`src/rtl/rr_resource_arbiter.sv`:
```
// rtl/rr_resource_arbiter.sv - round-robin arbiter with bounded grant tenure and shared-datapath operand steering
//
// Purpose:
//   Lets N_REQ requesters take turns owning one shared datapath that has a
//   single (a, b) operand pair. Ownership is a registered one-hot grant.
//   A grant ends when the owner drops req, when it flags its final cycle with
//   last, or when MAX_HOLD cycles have gone by. The owner's a/b bits are muxed
//   onto a_out/b_out.
//
// Ports:
//   clk      in   rising-edge clock
//   rst      in   asynchronous reset, active low
//   req      in   [N_REQ]  level-sensitive request per requester
//   last     in   [N_REQ]  final-cycle marker, honoured only for the owner
//   a_in     in   [N_REQ]  operand a per requester
//   b_in     in   [N_REQ]  operand b per requester
//   gnt      out  [N_REQ]  registered one-hot grant, or zero
//   gnt_id   out  [IDW]    owner index, valid while busy
//   busy     out           registered, high while a grant is held
//   a_out    out           a_in[gnt_id] while busy, else 0
//   b_out    out           b_in[gnt_id] while busy, else 0
//   timeout  out           one-cycle pulse after a MAX_HOLD force-release

module rr_resource_arbiter #(
    parameter int N_REQ    = 4,
    parameter int MAX_HOLD = 8,
    localparam int IDW     = $clog2(N_REQ)
) (
    input  logic             clk,
    input  logic             rst,
    input  logic [N_REQ-1:0] req,
    input  logic [N_REQ-1:0] last,
    input  logic [N_REQ-1:0] a_in,
    input  logic [N_REQ-1:0] b_in,
    output logic [N_REQ-1:0] gnt,
    output logic [IDW-1:0]   gnt_id,
    output logic             busy,
    output logic             a_out,
    output logic             b_out,
    output logic             timeout
);

    typedef enum logic {
        IDLE = 1'b0,
        OWN  = 1'b1
    } state_t;

    localparam logic [7:0]     HOLD_LAST = 8'(MAX_HOLD - 1);
    localparam logic [IDW-1:0] ID_MAX    = IDW'(N_REQ - 1);

    state_t           state_q, state_d;
    logic [IDW-1:0]   ptr_q, ptr_d;
    logic [7:0]       hcnt_q, hcnt_d;
    logic [N_REQ-1:0] gnt_q, gnt_d;
    logic [IDW-1:0]   gnt_id_q, gnt_id_d;
    logic             busy_q, busy_d;
    logic             timeout_q, timeout_d;

    logic             rel_drop;
    logic             rel_last;
    logic             rel_hold;
    logic [IDW-1:0]   ptr_after;
    logic [IDW:0]     win;

    // First set bit of r scanning p, p+1, ..., N_REQ-1, 0, ..., p-1.
    // Result is {found, index}.
    function automatic logic [IDW:0] arbitrate(input logic [N_REQ-1:0] r,
                                               input logic [IDW-1:0]   p);
        logic           found;
        logic [IDW-1:0] idx;
        int             j;
        found = 1'b0;
        idx   = '0;
        for (int k = 0; k < N_REQ; k++) begin
            j = int'(p) + k;
            if (j >= N_REQ) begin
                j = j - N_REQ;
            end
            if (!found && r[j]) begin
                found = 1'b1;
                idx   = IDW'(j);
            end
        end
        return {found, idx};
    endfunction

    function automatic logic [N_REQ-1:0] onehot(input logic [IDW-1:0] idx);
        logic [N_REQ-1:0] v;
        v      = '0;
        v[idx] = 1'b1;
        return v;
    endfunction

    // State register
    always_ff @(posedge clk or negedge rst) begin
        if (!rst) begin
            state_q   <= IDLE;
            ptr_q     <= '0;
            hcnt_q    <= '0;
            gnt_q     <= '0;
            gnt_id_q  <= '0;
            busy_q    <= 1'b0;
            timeout_q <= 1'b0;
        end else begin
            state_q   <= state_d;
            ptr_q     <= ptr_d;
            hcnt_q    <= hcnt_d;
            gnt_q     <= gnt_d;
            gnt_id_q  <= gnt_id_d;
            busy_q    <= busy_d;
            timeout_q <= timeout_d;
        end
    end

    // Next-state logic
    always_comb begin
        state_d   = state_q;
        ptr_d     = ptr_q;
        hcnt_d    = hcnt_q;
        gnt_d     = gnt_q;
        gnt_id_d  = gnt_id_q;
        busy_d    = busy_q;
        timeout_d = 1'b0;
        win       = '0;

        rel_drop  = !req[gnt_id_q];
        rel_last  = req[gnt_id_q] && last[gnt_id_q];
        rel_hold  = (hcnt_q == HOLD_LAST);
        ptr_after = (gnt_id_q == ID_MAX) ? '0 : gnt_id_q + 1'b1;

        case (state_q)
            IDLE: begin
                if (|req) begin
                    win      = arbitrate(req, ptr_q);
                    state_d  = OWN;
                    gnt_d    = onehot(win[IDW-1:0]);
                    gnt_id_d = win[IDW-1:0];
                    busy_d   = 1'b1;
                    hcnt_d   = '0;
                end
            end
            OWN: begin
                if (rel_drop || rel_last || rel_hold) begin
                    // Only a pure MAX_HOLD release is reported; a drop or a
                    // last in the same cycle means the owner finished anyway.
                    timeout_d = rel_hold && !rel_drop && !rel_last;
                    ptr_d     = ptr_after;
                    // The outgoing owner is masked so it cannot win the
                    // handover even if it is still requesting.
                    win       = arbitrate(req & ~onehot(gnt_id_q), ptr_after);
                    hcnt_d    = '0;
                    if (win[IDW]) begin
                        state_d  = OWN;
                        gnt_d    = onehot(win[IDW-1:0]);
                        gnt_id_d = win[IDW-1:0];
                        busy_d   = 1'b1;
                    end else begin
                        state_d  = IDLE;
                        gnt_d    = '0;
                        busy_d   = 1'b0;
                    end
                end else begin
                    hcnt_d = hcnt_q + 8'd1;
                end
            end
            default: begin
                state_d = IDLE;
                gnt_d   = '0;
                busy_d  = 1'b0;
            end
        endcase
    end

    // Output logic
    always_comb begin
        a_out = 1'b0;
        b_out = 1'b0;
        if (busy_q) begin
            a_out = a_in[gnt_id_q];
            b_out = b_in[gnt_id_q];
        end
    end

    assign gnt     = gnt_q;
    assign gnt_id  = gnt_id_q;
    assign busy    = busy_q;
    assign timeout = timeout_q;

endmodule

```
`config.mk`:
```
export PLATFORM = sky130hd
export DESIGN_NAME = rr_resource_arbiter
export DESIGN_NICKNAME = d
export VERILOG_FILES = /design/src/rtl/rr_resource_arbiter.sv
export SDC_FILE = /design/constraint.sdc
export NUM_CORES = 1
export LEC_CHECK = 0
export CAP_MARGIN = 20
export CORE_ASPECT_RATIO = 1.25
export CORE_UTILIZATION = 47
export DETAILED_ROUTE_END_ITERATION = 6
export GPL_TIMING_DRIVEN = 1
export PLACE_DENSITY = 0.86
export SKIP_CTS_REPAIR_TIMING = 1
export SLEW_MARGIN = 25
export SYNTH_ARGS = -nofsm -noshare
export SYNTH_HDL_FRONTEND = slang
export SYNTH_SLANG_ARGS = --single-unit
```
`constraint.sdc`:
```
create_clock -name clk -period 2.53 [get_ports clk]
set_input_delay 0.3795 -clock clk [delete_from_list [all_inputs] [get_ports clk]]
set_output_delay 0.3795 -clock clk [all_outputs]
set_load 0.03 [all_outputs]
```
==> impl_results.md <==
- Number of nets with antenna violations after routing: 0
- Worst slack at placement: 9.78 ps
- Worst setup EP type: flip-flop
- Mux contribution to synthesized area: 6.69%
- Port Buffer Count: 27
- Status: finished, final reports clean
- Worst EP required: 2710 ps
- Post-route cell area: 1890 um^2
- Async SR Flop Fraction: 100%
- CTS tree: built
- Ratio of cells with drive above 1 in the final layout: 13.9%
- Tcrit/Tclk final: 95.6%
- CTS buffer count: 3
- First-pass GRT wire length: 6610 um
- Crit path DAT: 2600 ps
- Pre-antenna DRT Iters: 4
- Final Hold Vio Count: 0
- Overall Global Routing Usage: 26.4%
- Compound-gate portion of the synthesized area: 24.6%
- Final Setup Violations: 0
- Max Fclk: 413 MHz
- Starting density of the core: 49.5%
- Post-synthesis adder-cell area fraction: 4.29%
- Post-route worst setup slack: 111 ps
- CTS max path bufs: 2
- Busiest grt layer: met2
- Vias per cell: 5.97
- Largest family of logic cells by synthesized area: simple AND/OR/NAND/NOR gates
- DP Area: 1860 um^2
- Max Fanout on Critical Path: 7
- DIE AREA: 3330 um^2
- Cell taking the most area after synthesis: dfrtp_1
- Met2 usage: 47.0%
- Startpoint types: flip-flop
- Gp weighted congestion: 0.928
- Rel. slew slack: 42.3%
- Clock sinks: 19
- Nets@finish: 232
- Vias in the first global route: 1424
- Grt ovf: 0
- Top-area cell type share of the netlist area: 32.6%
- Vias: 1457
- RSZ-0062 raised after global routing: no
- Unique masters post-synth: 51
- # rows: 22
- Antenna violations before repair: 0
- Synth Flop Type: dfrtp_1
- Grt met1 use: 32.2%
- Overall power: 2.21 mW
- Worst Hold Launch: hcnt_q[7]
- Dpl hpwl: 3070 um
- Top-level I/O count: 28
- Syn Inst Count: 170
- Slew @ Worst Pin: 862 ps
- Post-synthesis cell area: 1460 um^2
- PwrDens: 1170 nW/um^2
- Drt total wl: 3910 um
- H-tree Lvls: 1
- Clock Root Buffer: clkbuf_4
- Peak supply drop: 0.934 mV
- Setup TNS: 0 ps
- XOR/XNOR Fraction of Synth Area: 1.20%
- Post-Synth Simple-Gate Area: 26.8%
- Area growth syn-to-layout: 29.7%
- Crit. Startpoint: gnt_id[1]
- Leakage: 0.825 nW
- DRC: 0
- Top cells by area, synth: dfrtp_1, o21ai_0, mux4_2
- Share of the yosys chip area belonging to registers: 32.6%
- Clock Latency Late Sink: 300 ps
- DRT iter0 DRCs: 46
- # Max-Cap Violations: 0
- Clock Pin Slew Worst Setup and Hold Paths: 110 ps
- Setup Skew: 14.6 ps
- Syn Nets: 193
- # diodes: 0
- Post-synth EDFFs: 0
- Pins over their slew limit: 0
- Worst r2r src: gnt_id[1]
- Seq cells post-synth: 19
- Setup Crit Path Kind: flip-flop to flip-flop
- Largest net degree at the start of global routing: 20
- Ys Warns: 0
- Met3 GRT Util: 1.67%
- Avg WL per Cell: 16.0 um
- Tmin final: 2420 ps
- Mean post-synth cell area: 8.58 um^2
- HP Class: flip-flop to flip-flop
- Core Area: 2950 um^2
- DIE WIDTH: 51.8 um
- Die H: 64.3 um
[flip-flops by register name, indices dropped and copies added (netlist names)]
signal	flops
gnt	4
ptr_q	2
gnt_id	2
busy	1
hcnt_q	8
timeout	1
state_q	1
[power breakdown]
group / internal, mW / switching, mW
sequential: 0.395 / 0.0876
combinational: 0.729 / 0.849
clock: 0.0614 / 0.0921
[synthesized netlist by cell type, types with 3 or more instances]
cell / count
a21oi_1: 3
nand2_1: 15
o21ai_0: 18
mux4_2: 3
o31ai_1: 3
nand2b_1: 5
ha_1: 5
nand3_1: 3
nor2b_1: 9
clkbuf_1: 7
dfrtp_1: 19
nor2_1: 16
mux2i_1: 3
nor3b_1: 3
nand4_1: 4
and2_1: 4
a221o_1: 3
inv_1: 5
and3_1: 5
[path summary, 6_finish.rpt]
check	to	slack (ps)	cells past startpoint
hold reg to reg	hcnt_q[7]	500	1
max in group asynchronous	gnt_id[1]	1370	1
setup / recovery	gnt[1]	110	8
min in group asynchronous	hcnt_q[7]	560	1
hold / removal	hcnt_q[7]	500	1
setup reg to reg	gnt[1]	110	8
[per-stage QoR]
| step | hold slack, ps | instances | utilization [%] |
|---|---|---|---|
| 4_1_cts | 510 | 244 | 64.1 |
| 2_1_floorplan | 83.9 | 170 | - |
| 6_report | 504 | 244 | 64.2 |
| 3_5_place_dp | 493 | 240 | 63.2 |
| 5_1_grt | 530 | 244 | 64.2 |
| 3_3_place_gp | 479 | 240 | 63.2 |
[worst max-delay path: stages, from the launching register on]
cell	delay [ps]
dfrtp_2	440
inv_1	130
ha_1	340
nor2b_1	200
a32oi_1	210
nor2_1	70
o41a_1	450
and2_4	180
a221o_1	280
[area by class of cell]
cell class / instances / area [um^2]
Fill cell: 257 / 1050
Multi-Input combinational cell: 137 / 928
Sequential cell: 19 / 478
Timing Repair Buffer: 43 / 395
Tap cell: 36 / 45.0
Clock buffer: 4 / 26.3
Inverter: 5 / 18.8
[layout by cell type (no fill, tap or decap), types with 9 or more instances in the layout]
cell	netlist	layout
nor2b_1	9	9
o21ai_0	18	18
dfrtp_1	19	17
clkdlybuf4s50_1	0	25
buf_4	0	16
nor2_1	16	16
nand2_1	15	15
[cell families after synthesis]
group,after synthesis
AND/OR/NAND/NOR,73
AO/OA/AOI/OAI,51
flip-flops,19
buffers and inverters,14
multiplexers,6
adder cells (fa/ha/maj),5
XOR/XNOR,2
[per-layer routing]
metal,vias to the layer above,part of all wire (%)
met2,41,55
met5,-,0
li1,706,-
met4,0,1.3
met3,4,2.6
met1,706,41
No activity file was read; power rests on OpenSTA's default activity.
==> edit (same settings) <==
The parameter `N_REQ` goes from 4 to 2.
--- a/src/rtl/rr_resource_arbiter.sv
+++ b/src/rtl/rr_resource_arbiter.sv
@@ -24,3 +24,3 @@
 module rr_resource_arbiter #(
-    parameter int N_REQ    = 4,
+    parameter int N_REQ    = 2,
     parameter int MAX_HOLD = 8,
Interface: changed (6 resized); port bits go from 28 to 17. No check against the original RTL was run, so the function may have changed too.
==> edit against the original RTL <==
Worst setup slack better by 0.21 ns. Largest power group unchanged. Clock skew is 0.0086 ns lower. Count of clock-buffer cells in the layout is 1 lower. Total power is 56% lower. Maximum frequency is 9.3% higher. Sequential cell count is 4 lower. Synthesized area is 37% lower. Cell area is 42% lower. Critical path type is now reg2out. Sequential power is 22% lower. Largest cell class unchanged. Routed wire length is 50% lower.
==> edit: results (changes against the original RTL) <==
| Metric | Value |
|---|---|
| Post-synthesis adder-cell area fraction | 0.0137 (was 0.0429) |
| CTS clk-pin slew, worst paths | 0.09 ns (was 0.11 ns) |
| Gpl congestion | 0.845 (was 0.928) |
| Final Skew | 0.00599 ns (was 0.0146 ns) |
| Largest Register | hcnt_q (unchanged) |
| GRT Resource Usage Total | 0.214 (was 0.264) |
| Async SR Flop Fraction | 1.00 (unchanged) |
| Root buf cell | clkbuf_4 (unchanged) |
| P_sw | 401 uW (was 1030 uW) |
| TritonCTS Buffers | 3 (unchanged) |
| WL/cell | 14.6 microns (was 16.0 microns) |
| Antenna cells | 0 (unchanged) |
| Ys Warns | 0 (unchanged) |
| Final net count | 126 (was 232) |
| Cell variety after synth | 32 (was 51) |
| Complex-gate fraction of the synthesized area | 0.154 (was 0.246) |
| Max IR drop VDD | 0.647 mV (was 0.934 mV) |
| Worst-Skew Late Latency | 0.30 ns (about the same) |
| Pin count of the biggest net entering global routing | 17 (was 20) |
| Top post-synthesis cells by area | dfrtp_1 41%, mux2i_1 6.6%, nand3_1 4.9% (was dfrtp_1 33%, o21ai_0 6.2%, mux4_2 4.6%) |
| Top cells by count, synth | 15 x dfrtp_1, 9 x nand2_1, 9 x nand3_1 (was 19 x dfrtp_1, 18 x o21ai_0, 16 x nor2_1) |
| CP peak stage delay | 0.67 ns (was 0.45 ns) |
| Critical path's slowest cell | clkdlybuf4s50_1 (was o41a_1) |
| Hold crit path type | in2async (was reg2reg) |
| Crit path DAT | 1.83 ns (was 2.60 ns) |
| Max-slew headroom | 0.583 (was 0.423) |
| Max FO, Critical Path | 12 (was 7) |
| Vias in the first global route | 782 (was 1424) |
| Max Buffers Root-to-Sink | 2 (unchanged) |
| Initial antenna violation count | 0 (unchanged) |
| Htree depth | 1 (unchanged) |
| First-pass GRT wire length | 3460 microns (was 6610 microns) |
| DR pass1 iterations | 4 (unchanged) |
| Mux cell area share after synthesis | 0.0779 (was 0.0669) |
| Leakage power | 0.000486 uW (was 0.000825 uW) |
| Fill count | 135 (was 257) |
| Status | finished, final reports clean (unchanged) |
| Largest register FFs | 8 (unchanged) |
| IO Port Bufs | 16 (was 27) |
| Syn_nets | 108 (was 193) |
| Share of the yosys chip area belonging to registers | 0.410 (was 0.326) |
| Top_reg_cell synth | dfrtp_1 (unchanged) |
| Drt initial violations | 17 (was 46) |
| Layout cells sized above 1 | 0.123 (was 0.139) |
| Placed wire-length estimate | 1410 microns (was 3070 microns) |
| XOR/XNOR share of the synthesized area | 0.00956 (was 0.0120) |
| DR vias/cell | 6.02 (was 5.97) |
[edit: cell types whose count changed after synthesis, moves of 5 or more]
cell      unedited run  this run
and3_1               5         0
and4_1               0         5
clkbuf_1             7         0
nand2_1             15         9
nand2b_1             5         0
nand3_1              3         9
nor2_1              16         7
nor2b_1              9         0
o21ai_0             18         3
[edit: layout make-up]
| class | count | share of cell area |
|---|---|---|
| tap | 19 | 0.0216 |
| multi-input combinational | 72 | 0.437 |
| timing repair buffer | 18 | 0.159 |
| inverter | 5 | 0.0170 |
| clock inverter | 1 | 0.00454 |
| clock buffer | 3 | 0.0204 |
| sequential | 15 | 0.341 |
[edit: critical path: cells and delay by family (launching register included)]
family / cells / cell delay (ns)
flops: 1 / 0.61
mux: 1 / 0.14
buf+inv: 1 / 0.67
simple gates: 1 / 0.10
[edit: per-stage QoR]
step	worst slack, ns	power (uW)	area [sq um]	cells	hold slack [ns]
6_report	0.317	966	1100	133	0.453
4_1_cts	0.341	964	1100	133	0.493
3_3_place_gp	0.371	811	1070	129	0.475
2_1_floorplan	0.805	691	916	97	0.0839
3_5_place_dp	0.327	824	1070	129	0.483
5_1_grt	0.230	1030	1100	133	0.522
[edit: cells by family after synthesis]
| kind of cell | Yosys count |
|---|---|
| AND/OR/NAND/NOR | 43 |
| buffers and inverters | 10 |
| AO/OA/AOI/OAI | 20 |
| XOR/XNOR | 1 |
| adder cells (fa/ha/maj) | 1 |
| flip-flops | 15 |
| multiplexers | 7 |
[edit: path summary, 6_finish.rpt]
path                              to  slack [ns]       from  depth (start not counted)
setup / recovery               a_out        0.32     gnt_id                          3
hold / removal             hcnt_q[1]        0.45        rst                          1
setup reg to reg              gnt[0]        0.67  hcnt_q[0]                          6
hold reg to reg            hcnt_q[7]        0.50  hcnt_q[7]                          1
max in group asynchronous       busy        1.67        rst                          1
min in group clk           hcnt_q[7]        0.50  hcnt_q[7]                          1
[edit: power groups by stage]
| stage | combinational, uW | sequential [uW] | clock [uW] |
|---|---|---|---|
| 2_1_floorplan | 300 | 391 | 0 |
| 3_3_place_gp | 433 | 377 | 0 |
| 3_5_place_dp | 443 | 381 | 0 |
| 4_1_cts | 445 | 376 | 143 |
| 5_1_grt | 482 | 388 | 158 |
| 6_report | 445 | 376 | 145 |
[edit: metal layers]
metal  track usage  vias up  part of all wire
li1              -      388                 -
met1         0.246      396              0.44
met2         0.367       12              0.51
met3        0.0530        5             0.028
met4         0.108        0             0.021
met5             0        -                 0
